### src/rtl/router_pkg.sv
// -----------------------------------------------------------------------------
// router_pkg
// Shared definitions for the router output switch:
//   - default beat / destination widths
//   - beat flag record {hdr, pld, sof, eof}; the full beat record adds data
//   - arbiter state encoding (IDLE / BUSY)
//   - rr_next(): circular priority pick used by the round-robin arbiter
// -----------------------------------------------------------------------------
package router_pkg;

    localparam int DATA_WIDTH_DEF = 64;
    localparam int DEST_WIDTH_DEF = 8;

    // Widest request vector rr_next() can scan.
    localparam int MAX_PORTS = 16;

    typedef enum logic {
        ST_IDLE = 1'b0,
        ST_BUSY = 1'b1
    } arb_state_e;

    // Control part of a beat. The data field is added where the width is known.
    typedef struct packed {
        logic hdr;
        logic pld;
        logic sof;
        logic eof;
    } beat_flags_t;

    // Returns the first set bit of req, searching circularly from last+1 over
    // num_ports entries. Returns last when nothing is set.
    function automatic int unsigned rr_next(
        input logic [MAX_PORTS-1:0] req,
        input int unsigned          last,
        input int unsigned          num_ports
    );
        int unsigned pick;
        int unsigned idx;
        pick = last;
        // Walk from the farthest candidate to the nearest so the nearest
        // requester after 'last' is the one left in 'pick'.
        for (int unsigned k = MAX_PORTS; k >= 1; k--) begin
            if (k <= num_ports) begin
                idx = (last + k) % num_ports;
                if (req[4'(idx)]) begin
                    pick = idx;
                end
            end
        end
        return pick;
    endfunction

endpackage

### src/rtl/router_mux_rr_if.sv
// -----------------------------------------------------------------------------
// router_mux_rr_if
// Bus bundle of one router output switch.
//   Input side (from all router input ports, broadcast):
//     D, DEST, D_HDR_VALID, D_PLD_VALID, D_SOF, D_EOF  -> switch
//     D_BP                                             <- switch (per-port stall)
//   Output side (towards the output port):
//     Q, Q_HDR_VALID, Q_PLD_VALID, Q_SOF, Q_EOF        <- switch
//     Q_BP                                             -> switch (downstream stall)
//   Status: GRANT (one-hot owner), FRAME_CNT (completed frames)
// Modports: slave = the switch, master = the environment driving it.
// -----------------------------------------------------------------------------
interface router_mux_rr_if
    import router_pkg::*;
#(
    parameter int NumPorts  = 4,
    parameter int DataWidth = DATA_WIDTH_DEF,
    parameter int DestWidth = DEST_WIDTH_DEF
);

    logic [NumPorts*DataWidth-1:0] D;
    logic [NumPorts*DestWidth-1:0] DEST;
    logic [NumPorts-1:0]           D_HDR_VALID;
    logic [NumPorts-1:0]           D_PLD_VALID;
    logic [NumPorts-1:0]           D_SOF;
    logic [NumPorts-1:0]           D_EOF;
    logic [NumPorts-1:0]           D_BP;

    logic [DataWidth-1:0]          Q;
    logic                          Q_HDR_VALID;
    logic                          Q_PLD_VALID;
    logic                          Q_SOF;
    logic                          Q_EOF;
    logic                          Q_BP;

    logic [NumPorts-1:0]           GRANT;
    logic [15:0]                   FRAME_CNT;

    modport slave (
        input  D, DEST, D_HDR_VALID, D_PLD_VALID, D_SOF, D_EOF, Q_BP,
        output D_BP, Q, Q_HDR_VALID, Q_PLD_VALID, Q_SOF, Q_EOF, GRANT, FRAME_CNT
    );

    modport master (
        output D, DEST, D_HDR_VALID, D_PLD_VALID, D_SOF, D_EOF, Q_BP,
        input  D_BP, Q, Q_HDR_VALID, Q_PLD_VALID, Q_SOF, Q_EOF, GRANT, FRAME_CNT
    );

endinterface

### src/rtl/router_beat_fifo.sv
// -----------------------------------------------------------------------------
// router_beat_fifo
// Synchronous FIFO for switch beats. Depth must be a power of two (>= 2) so
// the pointers wrap naturally.
// Ports:
//   CLK, RST   clock, synchronous active-high reset
//   push       write request (refused while full)
//   wr_data    beat to write
//   pop        read request (ignored while empty)
//   rd_data    head entry; holds the last presented head while empty, 0 after reset
//   empty      no entries stored
//   count      number of stored entries (0..Depth)
// -----------------------------------------------------------------------------
module router_beat_fifo #(
    parameter int Width = 8,
    parameter int Depth = 4
) (
    input  logic                   CLK,
    input  logic                   RST,
    input  logic                   push,
    input  logic [Width-1:0]       wr_data,
    input  logic                   pop,
    output logic [Width-1:0]       rd_data,
    output logic                   empty,
    output logic [$clog2(Depth):0] count
);

    localparam int          AW      = $clog2(Depth);
    localparam logic [AW:0] DEPTH_C = (AW + 1)'(Depth);

    logic [Width-1:0] mem [Depth];
    logic [AW-1:0]    wr_ptr_q;
    logic [AW-1:0]    rd_ptr_q;
    logic [AW:0]      count_q;
    logic [Width-1:0] hold_q;
    logic             full;
    logic             wr_en;
    logic             rd_en;

    assign full    = (count_q == DEPTH_C);
    assign empty   = (count_q == '0);
    assign count   = count_q;
    assign wr_en   = push & ~full;
    assign rd_en   = pop & ~empty;
    assign rd_data = empty ? hold_q : mem[rd_ptr_q];

    // NOTE: the storage array has no reset; count_q gates every read, so stale
    // entries are never visible and the array can map onto plain RAM/flops.
    always_ff @(posedge CLK) begin
        if (wr_en) begin
            mem[wr_ptr_q] <= wr_data;
        end
    end

    // NOTE: sequential state is always updated with non-blocking assignments so
    // every register samples the pre-edge values of the others.
    always_ff @(posedge CLK) begin
        if (RST) begin
            wr_ptr_q <= '0;
            rd_ptr_q <= '0;
            count_q  <= '0;
            hold_q   <= '0;
        end else begin
            if (wr_en) begin
                wr_ptr_q <= wr_ptr_q + AW'(1);
            end
            if (rd_en) begin
                rd_ptr_q <= rd_ptr_q + AW'(1);
            end
            unique case ({wr_en, rd_en})
                2'b10:   count_q <= count_q + (AW + 1)'(1);
                2'b01:   count_q <= count_q - (AW + 1)'(1);
                default: ;
            endcase
            // Remember the head so the output keeps its value once drained.
            if (!empty) begin
                hold_q <= rd_data;
            end
        end
    end

endmodule

### src/rtl/router_mux_rr.sv
// -----------------------------------------------------------------------------
// router_mux_rr
// N-to-1 output switch of the router crossbar (one instance per output port).
// Picks whole frames addressed to PortNo with round-robin arbitration, holds
// the winner until its EOF, and buffers beats in an output FIFO so the
// downstream stall never loses data.
// Ports:
//   CLK   clock
//   RST   synchronous active-high reset (drops any partial frame)
//   bus   router_mux_rr_if.slave:
//         D/DEST/D_*_VALID/D_SOF/D_EOF in, D_BP out (combinational, per port)
//         Q/Q_*_VALID/Q_SOF/Q_EOF out (FIFO head), Q_BP in
//         GRANT (one-hot owner, 0 when idle), FRAME_CNT (frames completed)
// -----------------------------------------------------------------------------
module router_mux_rr
    import router_pkg::*;
#(
    parameter int NumPorts  = 4,
    parameter int DataWidth = DATA_WIDTH_DEF,
    parameter int DestWidth = DEST_WIDTH_DEF,
    parameter int PortNo    = 1,
    parameter int FifoDepth = 4
) (
    input  logic           CLK,
    input  logic           RST,
    router_mux_rr_if.slave bus
);

    localparam int IW = (NumPorts > 1) ? $clog2(NumPorts) : 1;
    localparam int CW = $clog2(FifoDepth) + 1;

    typedef struct packed {
        logic [DataWidth-1:0] data;
        beat_flags_t          flags;
    } beat_t;

    arb_state_e           state_q, state_d;
    logic [IW-1:0]        last_q, last_d;
    logic [IW-1:0]        grant_idx_q, grant_idx_d;
    logic [15:0]          frame_cnt_q;

    logic [NumPorts-1:0]  vld;
    logic [NumPorts-1:0]  req;
    logic [NumPorts-1:0]  d_bp;
    logic [NumPorts-1:0]  grant;
    logic [DataWidth-1:0] d_arr [NumPorts];
    logic [IW-1:0]        win;
    logic [IW-1:0]        sel;
    logic                 any_req;
    logic                 sel_en;
    logic                 push;
    logic                 pop;
    logic                 frame_done;
    logic                 fifo_full;
    logic                 fifo_empty;
    logic [CW-1:0]        fifo_count;
    beat_t                wr_beat;
    beat_t                head_beat;

    // ------------------------------------------------------------------ requests
    assign vld = bus.D_HDR_VALID | bus.D_PLD_VALID;

    for (genvar i = 0; i < NumPorts; i++) begin : g_port
        assign d_arr[i] = bus.D[i*DataWidth +: DataWidth];
        assign req[i]   = vld[i] & bus.D_SOF[i]
                        & (bus.DEST[i*DestWidth +: DestWidth] == DestWidth'(PortNo));
    end

    assign any_req   = |req;
    assign win       = IW'(rr_next(MAX_PORTS'(req), 32'(last_q), NumPorts));
    assign fifo_full = (fifo_count == CW'(FifoDepth));

    // ------------------------------------------------------- arbiter / frame FSM
    // NOTE: every signal written here gets a default first, so no path through
    // the block leaves one unassigned and no latch is inferred.
    always_comb begin
        state_d     = state_q;
        last_d      = last_q;
        grant_idx_d = grant_idx_q;
        // Other requesters wait; traffic for other outputs is never stalled here.
        d_bp        = req;
        sel         = grant_idx_q;
        sel_en      = 1'b0;
        frame_done  = 1'b0;

        unique case (state_q)
            ST_IDLE: begin
                sel    = win;
                sel_en = any_req;
                if (any_req) begin
                    d_bp[win] = fifo_full;
                end
            end
            ST_BUSY: begin
                sel             = grant_idx_q;
                sel_en          = 1'b1;
                d_bp[grant_idx_q] = fifo_full;
            end
            default: ;
        endcase

        // Idle gaps on the owner (no valid) are simply not written.
        push = sel_en & vld[sel] & ~fifo_full;

        if (push) begin
            if (state_q == ST_IDLE) begin
                last_d = win;
                if (bus.D_EOF[sel]) begin
                    frame_done = 1'b1;          // single-beat frame, stay idle
                end else begin
                    state_d     = ST_BUSY;
                    grant_idx_d = win;
                end
            end else if (bus.D_EOF[sel]) begin
                state_d    = ST_IDLE;           // next SOF can win next cycle
                frame_done = 1'b1;
            end
        end
    end

    always_comb begin
        grant = '0;
        if (state_q == ST_BUSY) begin
            grant[grant_idx_q] = 1'b1;
        end
    end

    always_ff @(posedge CLK) begin
        if (RST) begin
            state_q     <= ST_IDLE;
            last_q      <= IW'(NumPorts - 1);
            grant_idx_q <= '0;
            frame_cnt_q <= '0;
        end else begin
            state_q     <= state_d;
            last_q      <= last_d;
            grant_idx_q <= grant_idx_d;
            if (frame_done) begin
                frame_cnt_q <= frame_cnt_q + 16'd1;
            end
        end
    end

    // ------------------------------------------------------------- output FIFO
    always_comb begin
        wr_beat.data      = d_arr[sel];
        wr_beat.flags.hdr = bus.D_HDR_VALID[sel];
        wr_beat.flags.pld = bus.D_PLD_VALID[sel];
        wr_beat.flags.sof = bus.D_SOF[sel];
        wr_beat.flags.eof = bus.D_EOF[sel];
    end

    assign pop = ~fifo_empty & ~bus.Q_BP;

    router_beat_fifo #(
        .Width (DataWidth + $bits(beat_flags_t)),
        .Depth (FifoDepth)
    ) u_fifo (
        .CLK     (CLK),
        .RST     (RST),
        .push    (push),
        .wr_data (wr_beat),
        .pop     (pop),
        .rd_data (head_beat),
        .empty   (fifo_empty),
        .count   (fifo_count)
    );

    // ----------------------------------------------------------------- outputs
    assign bus.D_BP        = d_bp;
    assign bus.Q           = head_beat.data;      // keeps last value when empty
    assign bus.Q_HDR_VALID = ~fifo_empty & head_beat.flags.hdr;
    assign bus.Q_PLD_VALID = ~fifo_empty & head_beat.flags.pld;
    assign bus.Q_SOF       = ~fifo_empty & head_beat.flags.sof;
    assign bus.Q_EOF       = ~fifo_empty & head_beat.flags.eof;
    assign bus.GRANT       = grant;
    assign bus.FRAME_CNT   = frame_cnt_q;

    // A SOF from the owner mid-frame is carried as data; it is only flagged here.
    a_no_sof_while_busy : assert property (
        @(posedge CLK) disable iff (RST)
        !((state_q == ST_BUSY) && push && bus.D_SOF[sel])
    );

endmodule

### src/flat_wrapper.sv
// flat-port wrapper written by rule: the top's interface ports become plain ports
module router_mux_rr_flat import router_pkg::*;
#(
    parameter int NumPorts  = 4,
    parameter int DataWidth = DATA_WIDTH_DEF,
    parameter int DestWidth = DEST_WIDTH_DEF,
    parameter int PortNo    = 1,
    parameter int FifoDepth = 4
)
  (CLK, RST, bus_D, bus_DEST, bus_D_HDR_VALID, bus_D_PLD_VALID, bus_D_SOF, bus_D_EOF, bus_Q_BP, bus_D_BP, bus_Q, bus_Q_HDR_VALID, bus_Q_PLD_VALID, bus_Q_SOF, bus_Q_EOF, bus_GRANT, bus_FRAME_CNT);
  router_mux_rr_if #(.NumPorts(NumPorts), .DataWidth(DataWidth), .DestWidth(DestWidth)) bus_i ();
  input  logic CLK;
  input  logic RST;
  input wire logic [$bits(bus_i.D)-1:0] bus_D;
  input wire logic [$bits(bus_i.DEST)-1:0] bus_DEST;
  input wire logic [$bits(bus_i.D_HDR_VALID)-1:0] bus_D_HDR_VALID;
  input wire logic [$bits(bus_i.D_PLD_VALID)-1:0] bus_D_PLD_VALID;
  input wire logic [$bits(bus_i.D_SOF)-1:0] bus_D_SOF;
  input wire logic [$bits(bus_i.D_EOF)-1:0] bus_D_EOF;
  input wire logic [$bits(bus_i.Q_BP)-1:0] bus_Q_BP;
  output wire logic [$bits(bus_i.D_BP)-1:0] bus_D_BP;
  output wire logic [$bits(bus_i.Q)-1:0] bus_Q;
  output wire logic [$bits(bus_i.Q_HDR_VALID)-1:0] bus_Q_HDR_VALID;
  output wire logic [$bits(bus_i.Q_PLD_VALID)-1:0] bus_Q_PLD_VALID;
  output wire logic [$bits(bus_i.Q_SOF)-1:0] bus_Q_SOF;
  output wire logic [$bits(bus_i.Q_EOF)-1:0] bus_Q_EOF;
  output wire logic [$bits(bus_i.GRANT)-1:0] bus_GRANT;
  output wire logic [$bits(bus_i.FRAME_CNT)-1:0] bus_FRAME_CNT;
  assign bus_i.D = bus_D;
  assign bus_i.DEST = bus_DEST;
  assign bus_i.D_HDR_VALID = bus_D_HDR_VALID;
  assign bus_i.D_PLD_VALID = bus_D_PLD_VALID;
  assign bus_i.D_SOF = bus_D_SOF;
  assign bus_i.D_EOF = bus_D_EOF;
  assign bus_i.Q_BP = bus_Q_BP;
  assign bus_D_BP = bus_i.D_BP;
  assign bus_Q = bus_i.Q;
  assign bus_Q_HDR_VALID = bus_i.Q_HDR_VALID;
  assign bus_Q_PLD_VALID = bus_i.Q_PLD_VALID;
  assign bus_Q_SOF = bus_i.Q_SOF;
  assign bus_Q_EOF = bus_i.Q_EOF;
  assign bus_GRANT = bus_i.GRANT;
  assign bus_FRAME_CNT = bus_i.FRAME_CNT;
  router_mux_rr #(.NumPorts(NumPorts), .DataWidth(DataWidth), .DestWidth(DestWidth), .PortNo(PortNo), .FifoDepth(FifoDepth)) u_core (.CLK(CLK), .RST(RST), .bus(bus_i));
endmodule
### config.mk
export PLATFORM = sky130hd
export DESIGN_NAME = router_mux_rr_flat
export DESIGN_NICKNAME = d
export VERILOG_FILES = /design/src/rtl/router_pkg.sv /design/src/rtl/router_mux_rr_if.sv /design/src/rtl/router_beat_fifo.sv /design/src/rtl/router_mux_rr.sv /design/src/flat_wrapper.sv
export SDC_FILE = /design/constraint.sdc
export NUM_CORES = 1
export LEC_CHECK = 0
export ABC_CLOCK_PERIOD_IN_PS = 6600
export BUFFER_PORTS_ARGS = -buffer_cell sky130_fd_sc_hd__buf_2
export CORE_MARGIN = 2
export CORE_UTILIZATION = 40
export DETAILED_ROUTE_END_ITERATION = 7
export MAX_ROUTING_LAYER = met4
export PLACE_DENSITY = 0.6
export RECOVER_POWER = 25
export SYNTH_ARGS = -nofsm -noshare
export SYNTH_HDL_FRONTEND = slang
export SYNTH_SLANG_ARGS = --single-unit
### constraint.sdc
create_clock -name CLK -period 6.6 [get_ports CLK]
set_input_delay 0.66 -clock CLK [delete_from_list [all_inputs] [get_ports CLK]]
set_output_delay 0.66 -clock CLK [all_outputs]
set_load 0.01 [all_outputs]
==> impl_metrics.json, run 1 <==
{
  "cts_setup_buffers": 0,
  "min_path_type": "reg2reg",
  "rsz0062_at_grt": "no",
  "layout_common_cells": "350 x buf_2, 272 x edfxtp_1, 135 x mux4_2",
  "wl_per_cell_um": 19.4,
  "start_util": 0.403,
  "violations": "capacitance limit, slew limit",
  "cts_resized": 0,
  "synth_compound_area_frac": 0.0186,
  "required_ns": 7.00,
  "max_freq_mhz": 195,
  "synth_top_family_by_area": "multiplexers",
  "row_count": 74,
  "post-route-cell-area_sq_um": 19700,
  "path_depth": 9,
  "cp_num_buf_inv": 0,
  "antenna_found_initial": 2,
  "drt_iter0_drc": 463,
  "critPathLaunch": "u_core.last_q[1]$_SDFFE_PP1P_",
  "final_core_util": 0.485,
  "dpl_cell_area_sq_um": 18400,
  "drt_pass1_iterations": 4,
  "switching_power_mw": 1.89,
  "synth_edf_count": 272,
  "grt_pass1_wl_um": 54700,
  "wl_um": 36400,
  "synth_top_area_cell": "edfxtp_1",
  "htreeDepth": 2,
  "die_y_um": 206,
  "maxSlewViolCount": 91,
  "p_per_area_nw_per_um2": 356,
  "ys_seq_area_frac": 0.615,
  "fillerInstances": 3528,
  "die_area_sq_um": 42500,
  "synth_area_sq_um": 16400,
  "syn_nets": 1292,
  "via_per_inst": 5.12,
  "worstSkewPairLatency_ns": 0.51,
  "port_buffers": 398,
  "comb_power_share": 0.261,
  "postRouteAntennaNets": 0,
  "fin_crit_ns": 5.14,
  "ir_drop_mv": 0.167,
  "cellInternalPower_mw": 5.10,
  "critPathMaxFanout": 12,
  "r2r_slack_ns": 1.46,
  "p_leak_nw": 7.19,
  "reg2regPathDepth": 9,
  "ys_ff_latch": 366,
  "hold_viol": 0,
  "crit_chain": "or4b_1 -> nor4_1 -> a222oi_1 -> a32oi_1 -> mux2i_1 -> mux2i_1 -> and2_0 -> nand4_1 -> mux2_1",
  "drv_cap": 1,
  "crit_type": "reg2reg",
  "yosys.area_share.xor_xnor": 0.00536,
  "max_stage_delay_ns": 1.43,
  "chipWidth_um": 206,
  "crit_family": "compound AO/OA/AOI/OAI gates",
  "ys_async_sr_fraction": 0,
  "timing.final.crit_share": 0.779,
  "clkTransAtPathRegs_ns": 0.06,
  "dp_hpwl_um": 23600,
  "track_usage": 0.173,
  "postCtsHoldBufs": 0,
  "clockBufferDepth": 3,
  "tns_ns": 0,
  "arrival_ns": 5.54,
  "setup_violations": 0,
  "drc": 0,
  "gp_congestion": 0.823,
  "layout.nets": 1623,
  "endpoint": "u_core.bus.FRAME_CNT[12]$_SDFFE_PP0P_",
  "rr_endpoint": "u_core.bus.FRAME_CNT[12]$_SDFFE_PP0P_",
  "slew_headroom": -1.90,
  "startpoint_type": "flop",
  "rr_startpoint": "u_core.last_q[1]$_SDFFE_PP1P_",
  "switching_share": 0.270,
  "synthSimpleGateAreaFrac": 0.0712,
  "grt_pass1_vias": 9758,
  "grt_max_degree": 80,
  "syn_area_per_cell_sq_um": 16.7,
  "muxShareOfSynthArea": 0.238,
  "status": "complete, but fails checks",
  "synth.top_cell.area_share": 0.499,
  "num_vias": 9608,
  "syn_inst": 978,
  "worstMarginPinSlew_ns": 4.35,
  "slowest_stage": "a32oi_1",
  "fin_worst_skew_ns": 0.00946,
  "grt_overflow_total": 0,
  "drive_above_1_share": 0.466,
  "synth_flop_cell": "edfxtp_1",
  "ctsRootBufferMaster": "clkbuf_16",
  "synth_cell_types": 59,
  "clock_sinks": 366,
  "boundaryPins": 399,
  "cpMostUsedCell": "mux2i_1",
  "netlist_top_cells_area": "edfxtp_1 50%, mux4_2 19%, dfxtp_1 12%, mux2_2 4.5%, buf_4 3.0%",
  "post_synth_fa_ha_maj_area_fraction": 0.00581,
  "coreArea_sq_um": 40600,
  "clkPwrFrac": 0.322,
  "numCtsBuffers": 41,
  "cts_tree": "yes",
  "final_common_cell": "buf_2",
  "cp-end-kind": "flop",
  "yosys_warnings": 0,
  "hp-start": "u_core.u_fifo.wr_ptr_q[0]$_SDFFE_PP0N_",
  "power.share.sequential": 0.418,
  "syn_to_final_growth_pct": 20.2
}
==> through the flow <==
| stage | std cells | power (mW) | setup WS, ns | hold WS, ns |
|---|---|---|---|---|
| 2_1_floorplan | 978 | 4.45 | 1.68 | 0.465 |
| 3_3_place_gp | 1798 | 4.83 | 1.96 | 0.481 |
| 3_5_place_dp | 1798 | 4.87 | 1.73 | 0.489 |
| 4_1_cts | 1873 | 7.14 | 2.29 | 0.453 |
| 5_1_grt | 1875 | 7.34 | 1.02 | 0.537 |
| 6_report | 1875 | 6.99 | 1.46 | 0.506 |
==> worst min-delay path by stage <==
stage	end	depth (start not counted)
finish	u_core.u_fifo.wr_ptr_q[0]$_SDFFE_PP0N_	2
global route	u_core.u_fifo.wr_ptr_q[0]$_SDFFE_PP0N_	2
floorplan	u_core.u_fifo.wr_ptr_q[1]$_SDFFE_PP0N_	2
detailed placement	u_core.bus.FRAME_CNT[3]$_SDFFE_PP0P_	2
global placement	u_core.bus.FRAME_CNT[14]$_SDFFE_PP0P_	2
CTS	u_core.bus.FRAME_CNT[8]$_SDFFE_PP0P_	2
==> logic make-up (layout without fill, tap and decap cells) <==
group / count (synthesis) / in the layout
and+or+nand+nor: 209 / 209
DFF: 366 / 366
other: 0 / 2
AOI/OAI and AO/OA: 43 / 43
muxes: 211 / 211
xor gates and xnor gates: 10 / 10
adders and majority gates: 7 / 7
buffers and inverters: 132 / 495
==> final cells by class <==
class,instances,area (sq um),area share
diodes,2,5.00,0.000255
clock buffers,58,1130,0.0575
clock inverters,17,219,0.0111
inverters,13,48.8,0.00248
multi-input cells,480,5540,0.282
flip-flops and latches,366,10100,0.511
well taps,532,666,0.0339
repair buffers,407,1990,0.101
==> synthesized netlist by cell type (3+ instances only) <==
cell	number
buf_4	65
nand2b_1	6
nor4_1	4
edfxtp_1	272
xor2_1	7
nand3_1	13
o21ai_0	8
nor3_1	6
inv_1	13
ha_1	6
nor2b_1	75
a22o_1	3
and2_1	7
nand2_1	27
nand4_1	7
mux4_2	135
xnor2_1	3
nor2_1	40
mux2_2	66
nor3b_1	4
mux2i_1	8
buf_2	6
dfxtp_1	94
buf_1	6
o22ai_1	3
or4_1	5
clkbuf_1	41
a21oi_1	10
==> worst reg2reg max path, stage by stage (launching register included) <==
cell and delay (ns):
dfxtp_1 0.42, or4b_1 0.58, nor4_1 0.21, a222oi_1 0.24, a32oi_1 1.43, mux2i_1 0.20
mux2i_1 0.89, and2_0 0.54, nand4_1 0.18, mux2_1 0.33
==> registers in the layout, summed over array words and instances, names as in the netlist, named ones only <==
name                    count
u_core.u_fifo.mem         272
u_core.u_fifo.hold_q       64
u_core.bus.FRAME_CNT       16
u_core.u_fifo.count         3
u_core.grant_idx_q          2
u_core.last_q               2
u_core.u_fifo.rd_ptr_q      2
u_core.u_fifo.wr_ptr_q      2
u_core.state_q              1
==> power groups by stage <==
stage          sequential [mW]  combinational (mW)  clock, mW
6_report                  2.92                1.82       2.25
5_1_grt                   2.94                1.99       2.41
4_1_cts                   2.93                1.90       2.31
3_5_place_dp              2.97                1.90          0
3_3_place_gp              2.97                1.86          0
2_1_floorplan             2.91                1.54          0
==> metal layers <==
layer  vias up  part of all wire  GRT usage
li1       4425                 -          -
met5         -                 0          -
met4         0             0.018     0.0411
met3        47             0.057     0.0333
met1      4852              0.43      0.220
met2       284              0.50      0.288
No activity file was read; power rests on OpenSTA's default activity.
==> run 2: changes to the inputs <==
--- a/config.mk
+++ b/config.mk
@@ -5,7 +5,7 @@
 export SDC_FILE = /design/constraint.sdc
 export NUM_CORES = 1
 export LEC_CHECK = 0
-export ABC_CLOCK_PERIOD_IN_PS = 6600
+export ABC_CLOCK_PERIOD_IN_PS = 5400
 export BUFFER_PORTS_ARGS = -buffer_cell sky130_fd_sc_hd__buf_2
 export CORE_MARGIN = 2
 export CORE_UTILIZATION = 40
==> constraint.sdc (replaced) <==
create_clock -name CLK -period 5.4 [get_ports CLK]
set_input_delay 0.54 -clock CLK [delete_from_list [all_inputs] [get_ports CLK]]
set_output_delay 0.54 -clock CLK [all_outputs]
set_load 0.01 [all_outputs]
==> run 2 against run 1 <==
The flow still finishes with violations (capacitance limit, slew limit). Sequential power grew 22%. First-iteration DRC count grew 13%. Final area grew 0.39%. Non-clock buffer count grew 5. Final cell count grew 0.27%. Combinational power grew 23%. Die area is the same. Register-to-register slack lost 0.37 ns. Wire length grew 2.9%. Via count grew 1.7%. Critical path type is now in2reg. Critical endpoint is now u_core.u_fifo.mem[2][40]$_DFFE_PP_. Largest power group unchanged.
==> impl_metrics.json, run 2 (synthesis results as in run 1) <==
{
  "grt_pass1_vias": 9858,
  "crit_type": "in2reg",
  "fillerInstances": 3572,
  "port_buffers": 398,
  "dpl_cell_area_sq_um": 18500,
  "boundaryPins": 399,
  "wl_per_cell_um": 19.9,
  "via_per_inst": 5.20,
  "postRouteAntennaNets": 0,
  "rr_endpoint": "u_core.u_fifo.mem[2][40]$_DFFE_PP_",
  "min_path_type": "in2reg",
  "post-route-cell-area_sq_um": 19700,
  "layoutNonFillerInstCount": 1880,
  "drive_above_1_share": 0.449,
  "dp_hpwl_um": 24300,
  "gp_congestion": 0.828,
  "p_total_mw": 8.57,
  "coreArea_sq_um": 40600,
  "final_common_cell": "buf_2",
  "p_per_area_nw_per_um2": 434,
  "rsz0062_at_grt": "no",
  "p_leak_nw": 7.20,
  "drc": 0,
  "status": "complete, but fails checks",
  "postCtsHoldBufs": 0,
  "worstMarginPinSlew_ns": 2.52,
  "slew_headroom": -0.677,
  "largest_reg_flops": 272,
  "startpoint_type": "input port",
  "cts_tree": "yes",
  "top_register": "u_core.u_fifo.mem",
  "setup_violations": 0,
  "endpoint": "u_core.u_fifo.mem[2][40]$_DFFE_PP_",
  "antenna_found_initial": 2,
  "timing.final.crit_share": 0.819,
  "die_y_um": 206,
  "placed_cells": 1803,
  "reg2regPathDepth": 8,
  "final_core_util": 0.487,
  "drt_pass1_iterations": 5,
  "layout_common_cells": "342 x buf_2, 272 x edfxtp_1, 135 x mux4_2",
  "worstSkewPairLatency_ns": 0.53,
  "violations": "capacitance limit, slew limit",
  "start_util": 0.403,
  "required_ns": 5.58,
  "layout.nets": 1628,
  "clock_sinks": 366,
  "r2r_slack_ns": 1.09,
  "cts_setup_buffers": 0,
  "htreeDepth": 2,
  "cts_resized": 0,
  "maxSlewViolCount": 34,
  "track_usage": 0.179,
  "grt_overflow_total": 0,
  "fin_crit_ns": 4.43,
  "drv_cap": 1,
  "clockBufferDepth": 3,
  "clkTransAtPathRegs_ns": 0.06,
  "dp_slack_ns": 0.807,
  "syn_to_final_growth_pct": 20.7,
  "wl_um": 37400,
  "hold_viol": 0,
  "chipWidth_um": 206,
  "fin_worst_skew_ns": 0.0178,
  "cp-end-kind": "flop",
  "rr_startpoint": "u_core.last_q[1]$_SDFFE_PP1P_",
  "drt_iter0_drc": 525,
  "critPathMaxFanout": 26,
  "max_freq_mhz": 226,
  "grt_pass1_wl_um": 55900,
  "die_area_sq_um": 42500,
  "arrival_ns": 4.61,
  "grt_max_degree": 69,
  "critPathLaunch": "bus_DEST[10]",
  "num_vias": 9772,
  "tns_ns": 0,
  "finalWorstSetupSlack_ns": 0.975,
  "hold_slack_ns": 0.429,
  "ir_drop_mv": 0.240,
  "ctsRootBufferMaster": "clkbuf_16",
  "numCtsBuffers": 41,
  "row_count": 74
}
==> run 2: final cells by class <==
type	instances	area [sq um]	share of cell area
Clock buffer	55	1110	0.0564
Inverter	13	48.8	0.00247
Sequential cell	366	10100	0.510
Clock inverter	20	239	0.0121
Timing Repair Buffer	412	2070	0.105
Tap cell	532	666	0.0337
Antenna cell	2	5.00	0.000254
Multi-Input combinational cell	480	5530	0.280
==> run 2: power by group <==
part / internal, mW / switching [mW]
Combinational: 1.06 / 1.18
Sequential: 3.47 / 0.104
Clock: 1.69 / 1.07
==> run 2: worst min-delay path by stage <==
| stage | from | endpoint | depth (start not counted) |
|---|---|---|---|
| finish | bus_Q_BP | u_core.u_fifo.rd_ptr_q[0]$_SDFFE_PP0P_ | 4 |
| global route | bus_Q_BP | u_core.u_fifo.rd_ptr_q[0]$_SDFFE_PP0P_ | 4 |
| CTS | bus_Q_BP | u_core.u_fifo.rd_ptr_q[0]$_SDFFE_PP0P_ | 4 |
| detailed placement | u_core.bus.FRAME_CNT[3]$_SDFFE_PP0P_ | u_core.bus.FRAME_CNT[3]$_SDFFE_PP0P_ | 2 |
| global placement | u_core.bus.FRAME_CNT[14]$_SDFFE_PP0P_ | u_core.bus.FRAME_CNT[14]$_SDFFE_PP0P_ | 2 |
| floorplan | u_core.u_fifo.wr_ptr_q[1]$_SDFFE_PP0N_ | u_core.u_fifo.wr_ptr_q[1]$_SDFFE_PP0N_ | 2 |
==> run 2: worst max-delay path, stage by stage <==
cell and delay (ns):
buf_2 0.09, or4_1 0.58, or4_1 0.59, o21a_1 0.15, o221ai_1 0.29, o2111ai_1 0.14
a2bb2o_1 0.62, and2_0 1.02, buf_4 0.54
==> run 2: routing by layer <==
layer,vias up,wire length [um],track usage
met3,49,2420,0.0388
met2,299,18600,0.298
li1,4445,-,-
met4,0,705,0.0474
met5,-,0,-
met1,4979,15600,0.223
==> run 3: changes to the inputs <==
--- a/config.mk
+++ b/config.mk
@@ -5,7 +5,7 @@
 export SDC_FILE = /design/constraint.sdc
 export NUM_CORES = 1
 export LEC_CHECK = 0
-export ABC_CLOCK_PERIOD_IN_PS = 5400
+export ABC_CLOCK_PERIOD_IN_PS = 4200
 export BUFFER_PORTS_ARGS = -buffer_cell sky130_fd_sc_hd__buf_2
 export CORE_MARGIN = 2
 export CORE_UTILIZATION = 40
==> constraint.sdc (replaced) <==
create_clock -name CLK -period 4.2 [get_ports CLK]
set_input_delay 0.42 -clock CLK [delete_from_list [all_inputs] [get_ports CLK]]
set_output_delay 0.42 -clock CLK [all_outputs]
set_load 0.01 [all_outputs]
==> run 3 against run 2 <==
The flow now finishes without violations. Via count fell by 0.50%. Global-route usage fell by 0.45 points. Flip-flop and latch count did not move. Setup slack got worse by 0.43 ns. Critical path type is now reg2reg. Critical path depth rose by 1. Clock-buffer cell count fell by 4. Final area rose by 0.32%. Combinational power rose by 32%. Wire length fell by 3.1%. Sequential power rose by 27%.
==> impl_metrics.json, run 3 (synthesis results as in run 1) <==
{
  "status": "completed",
  "die_y_um": 206,
  "postCtsHoldBufs": 0,
  "cts_resized": 0,
  "worstMarginPinSlew_ns": 1.22,
  "maxSlewViolCount": 0,
  "fin_crit_ns": 3.66,
  "tns_ns": 0,
  "wl_um": 36200,
  "worstSkewPairLatency_ns": 0.54,
  "gp_congestion": 0.820,
  "start_util": 0.403,
  "rsz0062_at_grt": "no",
  "htreeDepth": 2,
  "row_count": 74,
  "crit_type": "reg2reg",
  "postRouteAntennaNets": 0,
  "syn_to_final_growth_pct": 21.1,
  "coreArea_sq_um": 40600,
  "p_per_area_nw_per_um2": 552,
  "drv_cap": 0,
  "startpoint_type": "flop",
  "cts_setup_buffers": 0,
  "max_freq_mhz": 274,
  "clkTransAtPathRegs_ns": 0.06,
  "top_register": "u_core.u_fifo.mem",
  "critPathMaxFanout": 30,
  "grt_pass1_wl_um": 55000,
  "drive_above_1_share": 0.460,
  "numCtsBuffers": 39,
  "slew_headroom": 0.187,
  "layout.nets": 1633,
  "antenna_found_initial": 1,
  "arrival_ns": 3.81,
  "cts_tree": "yes",
  "final_common_cell": "buf_2",
  "hold_viol": 0,
  "clock_sinks": 366,
  "drc": 0,
  "boundaryPins": 399,
  "p_leak_nw": 7.21,
  "dp_hpwl_um": 23500,
  "track_usage": 0.175,
  "layout_common_cells": "340 x buf_2, 272 x edfxtp_1, 135 x mux4_2",
  "via_per_inst": 5.17,
  "min_path_type": "in2reg",
  "ctsRootBufferMaster": "clkbuf_16",
  "die_area_sq_um": 42500,
  "ir_drop_mv": 0.331,
  "grt_pass1_vias": 10000,
  "setup_violations": 0,
  "required_ns": 4.36,
  "timing.final.crit_share": 0.870,
  "largest_reg_flops": 272,
  "r2r_slack_ns": 0.54,
  "cp-end-kind": "flop",
  "dpl_cell_area_sq_um": 18700,
  "port_buffers": 398,
  "chipWidth_um": 206,
  "drt_pass1_iterations": 5,
  "grt_overflow_total": 0,
  "post-route-cell-area_sq_um": 19800,
  "fin_worst_skew_ns": 0.0166,
  "grt_max_degree": 72,
  "wl_per_cell_um": 19.3,
  "clockBufferDepth": 3,
  "drt_iter0_drc": 557,
  "num_vias": 9723
}
## run 3: changes by cell type in the layout (fill, tap and decap cells not counted), sizes merged
cell      delta
buf          +1
clkbuf       +2
clkinv       +1
clkinvlp     -1
diode        -1
## run 3: power breakdown
part / leakage [nW] / switching (mW) / total [mW] / internal, mW
clock: 0.624 / 1.34 / 3.43 / 2.09
sequential: 3.21 / 0.0839 / 4.54 / 4.46
combinational: 3.38 / 1.54 / 2.95 / 1.42
## run 3: layout make-up
type                       instances  area [sq um]
clock inverter                    20           218
fill                            3556         20800
tap                              532           666
inverter                          13          48.8
antenna                            1          2.50
clock buffer                      51          1060
multi-input combinational        480          5570
sequential                       366         10100
timing repair buffer             419          2170
## run 3: worst paths after layout
check / cells past startpoint / startpoint / end
worst max-delay path: 10 / u_core.last_q[1]$_SDFFE_PP1P_ / u_core.u_fifo.mem[0][62]$_DFFE_PP_
worst min-delay path: 4 / bus_Q_BP / u_core.u_fifo.rd_ptr_q[0]$_SDFFE_PP0P_
worst max register to register: 10 / u_core.last_q[1]$_SDFFE_PP1P_ / u_core.u_fifo.mem[0][62]$_DFFE_PP_
worst min register to register: 2 / u_core.bus.FRAME_CNT[3]$_SDFFE_PP0P_ / u_core.bus.FRAME_CNT[3]$_SDFFE_PP0P_
## run 3: routing by layer
metal  track usage  up-vias  routed length (um)
met5             -        -                   0
met4        0.0584        0                 752
met3        0.0289       47                1950
met2         0.293      287               18400
met1         0.216     4939               15100
li1              -     4450                   -
## run 3: critical path, cell delays in order (launching register included)
cell and delay, ns:
dfxtp_1 0.52, or4b_1 0.18, nor4_1 0.04, a222oi_1 0.47, clkbuf_1 0.27, a21o_1 0.16
o2111ai_1 0.10, a2bb2o_1 0.28, clkbuf_2 0.29, and2_4 0.22, clkbuf_2 0.73
## run 3: metrics by stage
step / hold WS [ns] / std cells / util / worst slack, ns / power (mW)
floorplan: 0.465 / 978 / - / 0.253 / 6.99
global placement: 0.485 / 1810 / 0.460 / 0.428 / 7.64
detailed placement: 0.493 / 1810 / 0.460 / 0.370 / 7.70
CTS: 0.286 / 1881 / 0.492 / 0.706 / 11.2
global route: 0.315 / 1882 / 0.488 / 0.273 / 11.5
finish: 0.309 / 1882 / 0.488 / 0.545 / 10.9
